[src/rtl/audio_pkg.sv]
// -----------------------------------------------------------------------------
// audio_pkg
// Shared definitions for the stereo-to-mono decimation path.
//   - default sample and FIFO word widths
//   - width of the saturating status counters
//   - FSM state encoding used by stereo_to_mono_decimator
// -----------------------------------------------------------------------------
package audio_pkg;

    localparam int DEF_SAMPLE_WIDTH = 24;
    localparam int DEF_DATA_WIDTH   = 32;
    localparam int CNT_W            = 16;

    typedef enum logic [1:0] {
        ST_IDLE  = 2'd0,
        ST_SUM   = 2'd1,
        ST_ACCUM = 2'd2,
        ST_PUSH  = 2'd3
    } state_t;

endpackage

[src/rtl/stereo_to_mono_decimator_sat_counter.sv]
// -----------------------------------------------------------------------------
// sat_counter
// Up-counter that sticks at all-ones instead of wrapping.
//   i_clk   : clock
//   i_clr   : synchronous clear, wins over increment
//   i_inc   : increment by one when not already saturated
//   o_count : current count
// -----------------------------------------------------------------------------
module sat_counter
    import audio_pkg::*;
#(
    parameter int WIDTH = CNT_W
) (
    input  logic             i_clk,
    input  logic             i_clr,
    input  logic             i_inc,
    output logic [WIDTH-1:0] o_count
);

    localparam logic [WIDTH-1:0] MAX_CNT = {WIDTH{1'b1}};
    localparam logic [WIDTH-1:0] ONE     = {{(WIDTH-1){1'b0}}, 1'b1};

    logic [WIDTH-1:0] r_count;

    always_ff @(posedge i_clk) begin
        if (i_clr) begin
            r_count <= '0;
        end else if (i_inc && (r_count != MAX_CNT)) begin
            r_count <= r_count + ONE;
        end
    end

    assign o_count = r_count;

endmodule

[src/rtl/stereo_to_mono_decimator.sv]
// -----------------------------------------------------------------------------
// stereo_to_mono_decimator
// Averages each stereo pair to mono, averages groups of 2^DECIM_LOG2 mono
// samples, and writes the result left-justified into a downstream FIFO.
//
// Ports
//   clk, reset     : clock, synchronous active-high reset
//   enable         : 0 holds Idle and discards any partial group
//   left_sample    : signed left channel, valid with sample_valid
//   right_sample   : signed right channel, valid with sample_valid
//   sample_valid   : one-cycle strobe for a new stereo pair
//   fifo_full      : downstream FIFO cannot take a write (looked at in Push only)
//   fifo_wr_en     : one-cycle write strobe
//   fifo_din       : {result, zero pad}; holds last written word otherwise
//   drop_count     : saturating count of words lost to fifo_full
//   overrun        : sticky, a pair arrived while the FSM was busy
// -----------------------------------------------------------------------------
module stereo_to_mono_decimator
    import audio_pkg::*;
#(
    parameter int SAMPLE_WIDTH = DEF_SAMPLE_WIDTH,
    parameter int DATA_WIDTH   = DEF_DATA_WIDTH,
    parameter int DECIM_LOG2   = 0
) (
    input  logic                           clk,
    input  logic                           reset,
    input  logic                           enable,
    input  logic signed [SAMPLE_WIDTH-1:0] left_sample,
    input  logic signed [SAMPLE_WIDTH-1:0] right_sample,
    input  logic                           sample_valid,
    input  logic                           fifo_full,
    output logic                           fifo_wr_en,
    output logic signed [DATA_WIDTH-1:0]   fifo_din,
    output logic [CNT_W-1:0]               drop_count,
    output logic                           overrun
);

    localparam int ACC_W  = SAMPLE_WIDTH + DECIM_LOG2;
    localparam int GCNT_W = DECIM_LOG2 + 1;
    localparam int PAD_W  = DATA_WIDTH - SAMPLE_WIDTH;
    localparam logic [GCNT_W-1:0] GROUP_N  = GCNT_W'(1 << DECIM_LOG2);
    localparam logic [GCNT_W-1:0] GCNT_ONE = GCNT_W'(1);

    if (DATA_WIDTH < SAMPLE_WIDTH) begin : g_bad_width
        $error("DATA_WIDTH must be >= SAMPLE_WIDTH");
    end
    if (DECIM_LOG2 < 0 || DECIM_LOG2 > 4) begin : g_bad_decim
        $error("DECIM_LOG2 must be in 0..4");
    end

    state_t                         r_state;
    logic signed [SAMPLE_WIDTH-1:0] r_left;
    logic signed [SAMPLE_WIDTH-1:0] r_right;
    logic signed [SAMPLE_WIDTH-1:0] r_mono;
    logic signed [ACC_W-1:0]        r_acc;
    logic [GCNT_W-1:0]              r_gcnt;
    logic signed [SAMPLE_WIDTH-1:0] r_result;
    logic                           r_wr_en;
    logic [DATA_WIDTH-1:0]          r_din;
    logic                           r_overrun;

    logic signed [SAMPLE_WIDTH:0]   w_pair_sum;
    logic signed [SAMPLE_WIDTH-1:0] w_mono;
    logic signed [ACC_W-1:0]        w_acc_next;
    logic [GCNT_W-1:0]              w_gcnt_next;
    logic                           w_group_done;
    logic signed [SAMPLE_WIDTH-1:0] w_result;
    logic [DATA_WIDTH-1:0]          w_word;
    logic                           w_drop;

    // One extra bit so L+R never wraps; the halving brings it back in range.
    assign w_pair_sum = {r_left[SAMPLE_WIDTH-1], r_left} + {r_right[SAMPLE_WIDTH-1], r_right};
    assign w_mono     = SAMPLE_WIDTH'(w_pair_sum >>> 1);

    // The accumulator has DECIM_LOG2 bits of headroom, so a full group of
    // extreme samples cannot overflow before the final divide.
    assign w_acc_next   = r_acc + ACC_W'(r_mono);
    assign w_gcnt_next  = r_gcnt + GCNT_ONE;
    assign w_group_done = (w_gcnt_next == GROUP_N);
    assign w_result     = SAMPLE_WIDTH'(w_acc_next >>> DECIM_LOG2);

    // Zero-extend then shift up: left-justifies the result and also covers
    // the PAD_W == 0 case without a zero-width replication.
    assign w_word = DATA_WIDTH'($unsigned(r_result)) << PAD_W;

    always_ff @(posedge clk) begin
        if (reset) begin
            r_state   <= ST_IDLE;
            r_left    <= '0;
            r_right   <= '0;
            r_mono    <= '0;
            r_acc     <= '0;
            r_gcnt    <= '0;
            r_result  <= '0;
            r_wr_en   <= 1'b0;
            r_din     <= '0;
            r_overrun <= 1'b0;
        end else begin
            r_wr_en <= 1'b0;

            // Pairs arriving while busy are dropped on the floor, but flagged.
            if (sample_valid && (r_state != ST_IDLE)) begin
                r_overrun <= 1'b1;
            end

            if (!enable) begin
                r_state <= ST_IDLE;
                r_acc   <= '0;
                r_gcnt  <= '0;
            end else begin
                case (r_state)
                    ST_IDLE: begin
                        if (sample_valid) begin
                            r_left  <= left_sample;
                            r_right <= right_sample;
                            r_state <= ST_SUM;
                        end
                    end
                    ST_SUM: begin
                        r_mono  <= w_mono;
                        r_state <= ST_ACCUM;
                    end
                    ST_ACCUM: begin
                        if (w_group_done) begin
                            r_result <= w_result;
                            r_acc    <= '0;
                            r_gcnt   <= '0;
                            r_state  <= ST_PUSH;
                        end else begin
                            r_acc   <= w_acc_next;
                            r_gcnt  <= w_gcnt_next;
                            r_state <= ST_IDLE;
                        end
                    end
                    ST_PUSH: begin
                        if (!fifo_full) begin
                            r_wr_en <= 1'b1;
                            r_din   <= w_word;
                        end
                        r_state <= ST_IDLE;
                    end
                    default: r_state <= ST_IDLE;
                endcase
            end
        end
    end

    // A word is lost only when Push actually runs (enabled, not in reset).
    assign w_drop = !reset && enable && (r_state == ST_PUSH) && fifo_full;

    sat_counter #(
        .WIDTH (CNT_W)
    ) u_drop_cnt (
        .i_clk   (clk),
        .i_clr   (reset),
        .i_inc   (w_drop),
        .o_count (drop_count)
    );

    assign fifo_wr_en = r_wr_en;
    assign fifo_din   = $signed(r_din);
    assign overrun    = r_overrun;

endmodule
[config.mk]
export PLATFORM = sky130hd
export DESIGN_NAME = stereo_to_mono_decimator
export DESIGN_NICKNAME = d
export VERILOG_FILES = /design/src/rtl/audio_pkg.sv /design/src/rtl/stereo_to_mono_decimator_sat_counter.sv /design/src/rtl/stereo_to_mono_decimator.sv
export SDC_FILE = /design/constraint.sdc
export NUM_CORES = 1
export LEC_CHECK = 0
export CAP_MARGIN = 20
export CELL_PAD_IN_SITES_DETAIL_PLACEMENT = 0
export CELL_PAD_IN_SITES_GLOBAL_PLACEMENT = 2
export CORE_MARGIN = 10
export CORE_UTILIZATION = 31
export CTS_BUF_LIST = sky130_fd_sc_hd__clkbuf_16
export DETAILED_ROUTE_END_ITERATION = 10
export GPL_TIMING_DRIVEN = 0
export MAX_ROUTING_LAYER = met4
export PLACE_DENSITY_LB_ADDON = 0.1
export SETUP_SLACK_MARGIN = 0.05
export SLEW_MARGIN = 20
export SYNTH_ARGS = -nofsm -noshare
export SYNTH_HDL_FRONTEND = slang
export SYNTH_SLANG_ARGS = --single-unit
[constraint.sdc]
create_clock -name clk -period 2.8 [get_ports clk]
set_input_delay 0.7 -clock clk [delete_from_list [all_inputs] [get_ports clk]]
set_output_delay 0.7 -clock clk [all_outputs]
set_load 0.05 [all_outputs]
Word level (Yosys, flattened, before mapping)
Index checks and enable logic that the tools add are counted.

storage, ports and cells
  output and inout bits = 50
  logic and storage cells = 36
  register bits = 140
  input port bits = 53

operators by class
  $add $sub $neg = 2
  reduce and logical (&&, ||, !) cells = 14
  mux-type cells = 3
  bitwise gates (word level) = 3
  eq/ne operators = 5

operators with widths
  kind                   count
  $add 24x24->25         1
  $add 16x1->16 const B  1
  $ne 16x16->1 const B   1
  $pmux 2 s4             1
  $reduce_and 3->1       2
  $logic_and 1x1->1      5
  $eq 2x2->1 const B     2
  $reduce_and 2->1       2
  $not 1->1              3
  $reduce_or 3->1        1
  $eq 2x1->1 const B     1
  $logic_not 2->1        1
  $mux 2                 1
  $ne 2x2->1 const B     1
  $reduce_bool 2->1      1
  $reduce_or 2->1        1
  $logic_not 1->1        1
  $mux 1                 1

Longest topological paths before layout
  depth in word-level cells = 5
  mapped depth = 9
  gate-level depth less buffers = 9

Hierarchy
A second synthesis with hierarchy kept.

second synthesis, totals
  cell total of the unflattened synthesis = 819
  area, all modules = 6,456.2 um^2

modules (own cells, without submodules)
  module                    sequential area each (um^2)  cells an instance  area an instance (um^2)  times used
  stereo_to_mono_decimator  2,482.4                      720                5,607.9                  1
  sat_counter               320.3                        99                 848.3                    1

Worst setup path after synthesis
No wires, ideal clock.

  path type = flip-flop to flip-flop
  start point = register r_right[0]
  end point = register r_mono[21]
  path buffers = 0
  cell stages (with the launch flop) = 10
  arrival time = 2.252 ns
  clock period less this slack = 2.370 ns
  required time = 2.683 ns
  library setup time = 0.117 ns
  setup slack = 0.430 ns
  cell sequence = dfxtp_1 -> and2_1 -> fa_1 -> a21o_1 -> a21o_1 -> a31oi_4 -> o21a_4 -> nor4_1 -> or3_1 -> a32o_1

on the way
  word-level cells in the longest chain between the ends = 1

RTL lines
  element                 line                             source
  start, declared         stereo_to_mono_decimator.sv:53   logic signed [SAMPLE_WIDTH-1:0] r_right;
  start signal, assigned  stereo_to_mono_decimator.sv:115  r_right <= right_sample;
  $add 24x24->25          stereo_to_mono_decimator.sv:72   assign w_pair_sum = {r_left[SAMPLE_WIDTH-1], r_left} + {r_right[SAMPLE_WIDTH-1], r_right};
  end signal, assigned    stereo_to_mono_decimator.sv:120  r_mono <= w_mono;
  end, declared           stereo_to_mono_decimator.sv:54   logic signed [SAMPLE_WIDTH-1:0] r_mono;

No other way between the ends.
A chain may end at the register's enable or synchronous reset.

Worst setup path after layout
Ends and elaborated chain as after synthesis.

==> impl_metrics.csv <==
group,metric,value,unit
worst_setup_path,crit_type,"flip-flop to flip-flop",
pwr,powerDensity,577.6,nW/um^2
layout,nNetsFinal,1004,
cts,cts_resized,0,
die,core-area,19650,sq um
timing,slew_headroom,50.57,%
routing,wl,17710,microns
cts,cts.sinks,140,
timing,final.period_utilization,90.55,%
pwr,ir_worst_vdd,0.3661,mV
routing,dr.first_iter.drc_count,221,
routing,wl_per_cell,14.76,microns
placed_design,dp.cells,1168,
placed_design,hpwl,14250,microns
routing,vias,5577,
logic_synthesis,netlist_instances,804,
worst_setup_path,crit_start,"r_right[0]",
logic_synthesis,ys.flop_type,"dfxtp_1",
worst_setup_path,worstReg2RegStart,"r_right[0]",
cts,numCtsBuffers,17,
cts,cts_tree,"yes",
die,placementRows,51,
placed_design,port_buffers,92,
grt,grt_max_degree,17,
grt,grt_pass1_vias,5724,
layout,fin_area,8130,sq um
flow_run,cap_violations,0,
worst_hold_path,hp-start,"r_mono[19]",
placed_design,gp_congestion,0.8278,
timing,hold_viol_final,0,
layout,drive_gt1_share,4.706,%
cts,cts-htree-levels,4,
cts,max-clock-path-buffers,2,
die,die-area,26310,sq um
logic_synthesis,syn-cell-area,6269,sq um
cts,insertion_delay,0.42,ns
placed_design,place_area,7547,sq um
status,status,"finished, final reports clean",
grt,track_usage,14.16,%
worst_hold_path,worstHoldPathType,"flip-flop to flip-flop",
cts,cts_root_buffer,"clkbuf_16",
worst_setup_path,worstPathRequired,3.12,ns
cts,cts_hold_buf,0,
layout,layout_commonest_cell,"nand2_1",
grt,grt_first_pass_wirelength,29330,microns
routing,first_pass_iters,4,
timing,finalCriticalPeriod,2.535,ns
worst_setup_path,crit_path_end_kind,"flip-flop",
die,die_x,162.2,microns
die,io_pins,103,
die,die_y,162.2,microns
timing,clock_skew,0.008445,ns
worst_setup_path,cp_max_fo,5,
cts,post_cts_buffers,0,
logic_synthesis,yosys_warnings,0,
routing,drc,0,
logic_synthesis,async_reset_ff_share,0,%
timing,setup_violations,0,
grt,overflow,0,
timing,fin_setup_tns,0,ns
layout,instances_no_fill,1200,
worst_setup_path,cp-start-kind,"flip-flop",
logic_synthesis,synth-seq-cells,140,
routing,antenna_left,0,
logic_synthesis,synth_edf_count,0,
logic_synthesis,avgSynthCellArea,7.797,sq um
layout,n_fill_cell,2104,
layout,layout_common_cells,"nand2_1 (242), a21oi_1 (140), dfxtp_1 (140)",
layout,n_antenna_cell,0,
timing,slew_viol_final,0,
logic_synthesis,synth_cell_types,46,
routing,avgViaCountPerCell,4.648,
timing,worst_pin_slew,0.7415,ns
grt,antenna_found_initial,0,
logic_synthesis,synth-seq-area-share,44.71,%
timing,fmax,0.3944,GHz
cts,clk_pin_slew,0.06,ns
layout,syn_to_final_growth,29.70,%
worst_setup_path,arrival,2.85,ns
die,start_util,31.89,%
timing,rsz0062_at_grt,"false",
layout,final_util,41.37,%
pwr,p_leak,2.968,nW
-- report_power, final --
group | switching [mW] | leakage (nW) | internal, mW
combinational | 0.240 | 1.54 | 0.158
clock | 0.854 | 0.294 | 1.38
sequential | 0.0273 | 1.13 | 2.04
-- cell families (layout without fill, tap and decap cells) --
group | after synthesis | after routing | synth area share [%]
AO/OA/AOI/OAI | 206 | 206 | 18.78
buffers and inverters | 66 | 190 | 4.431
multiplexers | 1 | 1 | 0.1597
XOR/XNOR | 26 | 26 | 3.633
other | 1 | 8 | 0.05982
AND/OR/NAND/NOR | 335 | 335 | 22.32
adder cells (fa/ha/maj) | 29 | 29 | 5.908
flip-flops | 140 | 140 | 44.71
-- registers in the layout, summed over array words and instances (netlist names) --
signal	flops
u_drop_cnt.o_count	16
fifo_wr_en	1
r_mono	24
r_result	24
r_right	24
r_left	24
fifo_din	24
r_state	2
overrun	1
-- critical path, stage by stage, from the launching register on --
cell	delay [ns]
dfxtp_1	0.33
and2_1	0.17
fa_1	0.40
a21o_1	0.19
a21o_1	0.23
a31oi_4	0.25
o21a_4	0.20
nor4_1	0.06
or3_1	0.34
a32o_1	0.24
-- cells in the mapped netlist (3+ instances only) --
library cell  instances  share of area, %
and3_1                7              0.70
and2_1                3              0.30
nor2_1               35               2.1
nor3_1                5              0.40
clkbuf_1             42               2.5
a21oi_1             140                11
xnor2_1              16               2.2
o21ai_1              10              0.80
dfxtp_1             140                45
or3_1                 8              0.80
o21bai_1              5              0.60
buf_4                 8              0.96
a21o_1               13               1.6
o21ai_0              16               1.3
nand4_1              12               1.2
ha_1                 28               5.6
xor2_1               10               1.4
inv_1                14              0.84
nand3_1              12              0.96
nand2_1             242                14
a211oi_1              3              0.36
o211ai_1              3              0.36
-- through the flow --
step / power (mW) / hold WS, ns / setup slack [ns]
6_report: 4.696 / 0.4448 / 0.2647
5_1_grt: 4.911 / 0.4634 / 0.1441
4_1_cts: 4.766 / 0.4489 / 0.2658
3_5_place_dp: 2.506 / 0.4407 / 0.05189
3_3_place_gp: 2.501 / 0.4422 / 0.08909
2_1_floorplan: 2.341 / 0.4256 / 0.4303
-- worst paths after layout --
path | to | slack (ns) | cells after the start
worst max-delay path | r_mono[21] | 0.26 | 9
worst min-delay path | r_mono[19] | 0.44 | 2
worst max register to register | r_mono[21] | 0.26 | 9
worst min register to register | r_mono[19] | 0.44 | 2
-- final cells by class --
class / count / area (sq um) / share of cell area (%)
clock buffers: 17 / 425.4 / 5.232
flip-flops and latches: 140 / 2803 / 34.47
plain buffers: 52 / 225.2 / 2.770
inverters: 14 / 52.55 / 0.6464
repair buffers: 92 / 920.9 / 11.33
well taps: 265 / 331.6 / 4.078
multi-input cells: 605 / 3214 / 39.54
clock inverters: 15 / 157.7 / 1.939
-- metal layers --
layer	vias up	global-route usage (%)	routed length [microns]
met3	18	3.514	783
li1	2949	-	-
met1	2503	17.60	8497
met2	107	22.39	8240
met5	-	-	0
met4	0	4.012	191
Note: power is estimated with default switching activity, not from simulation.
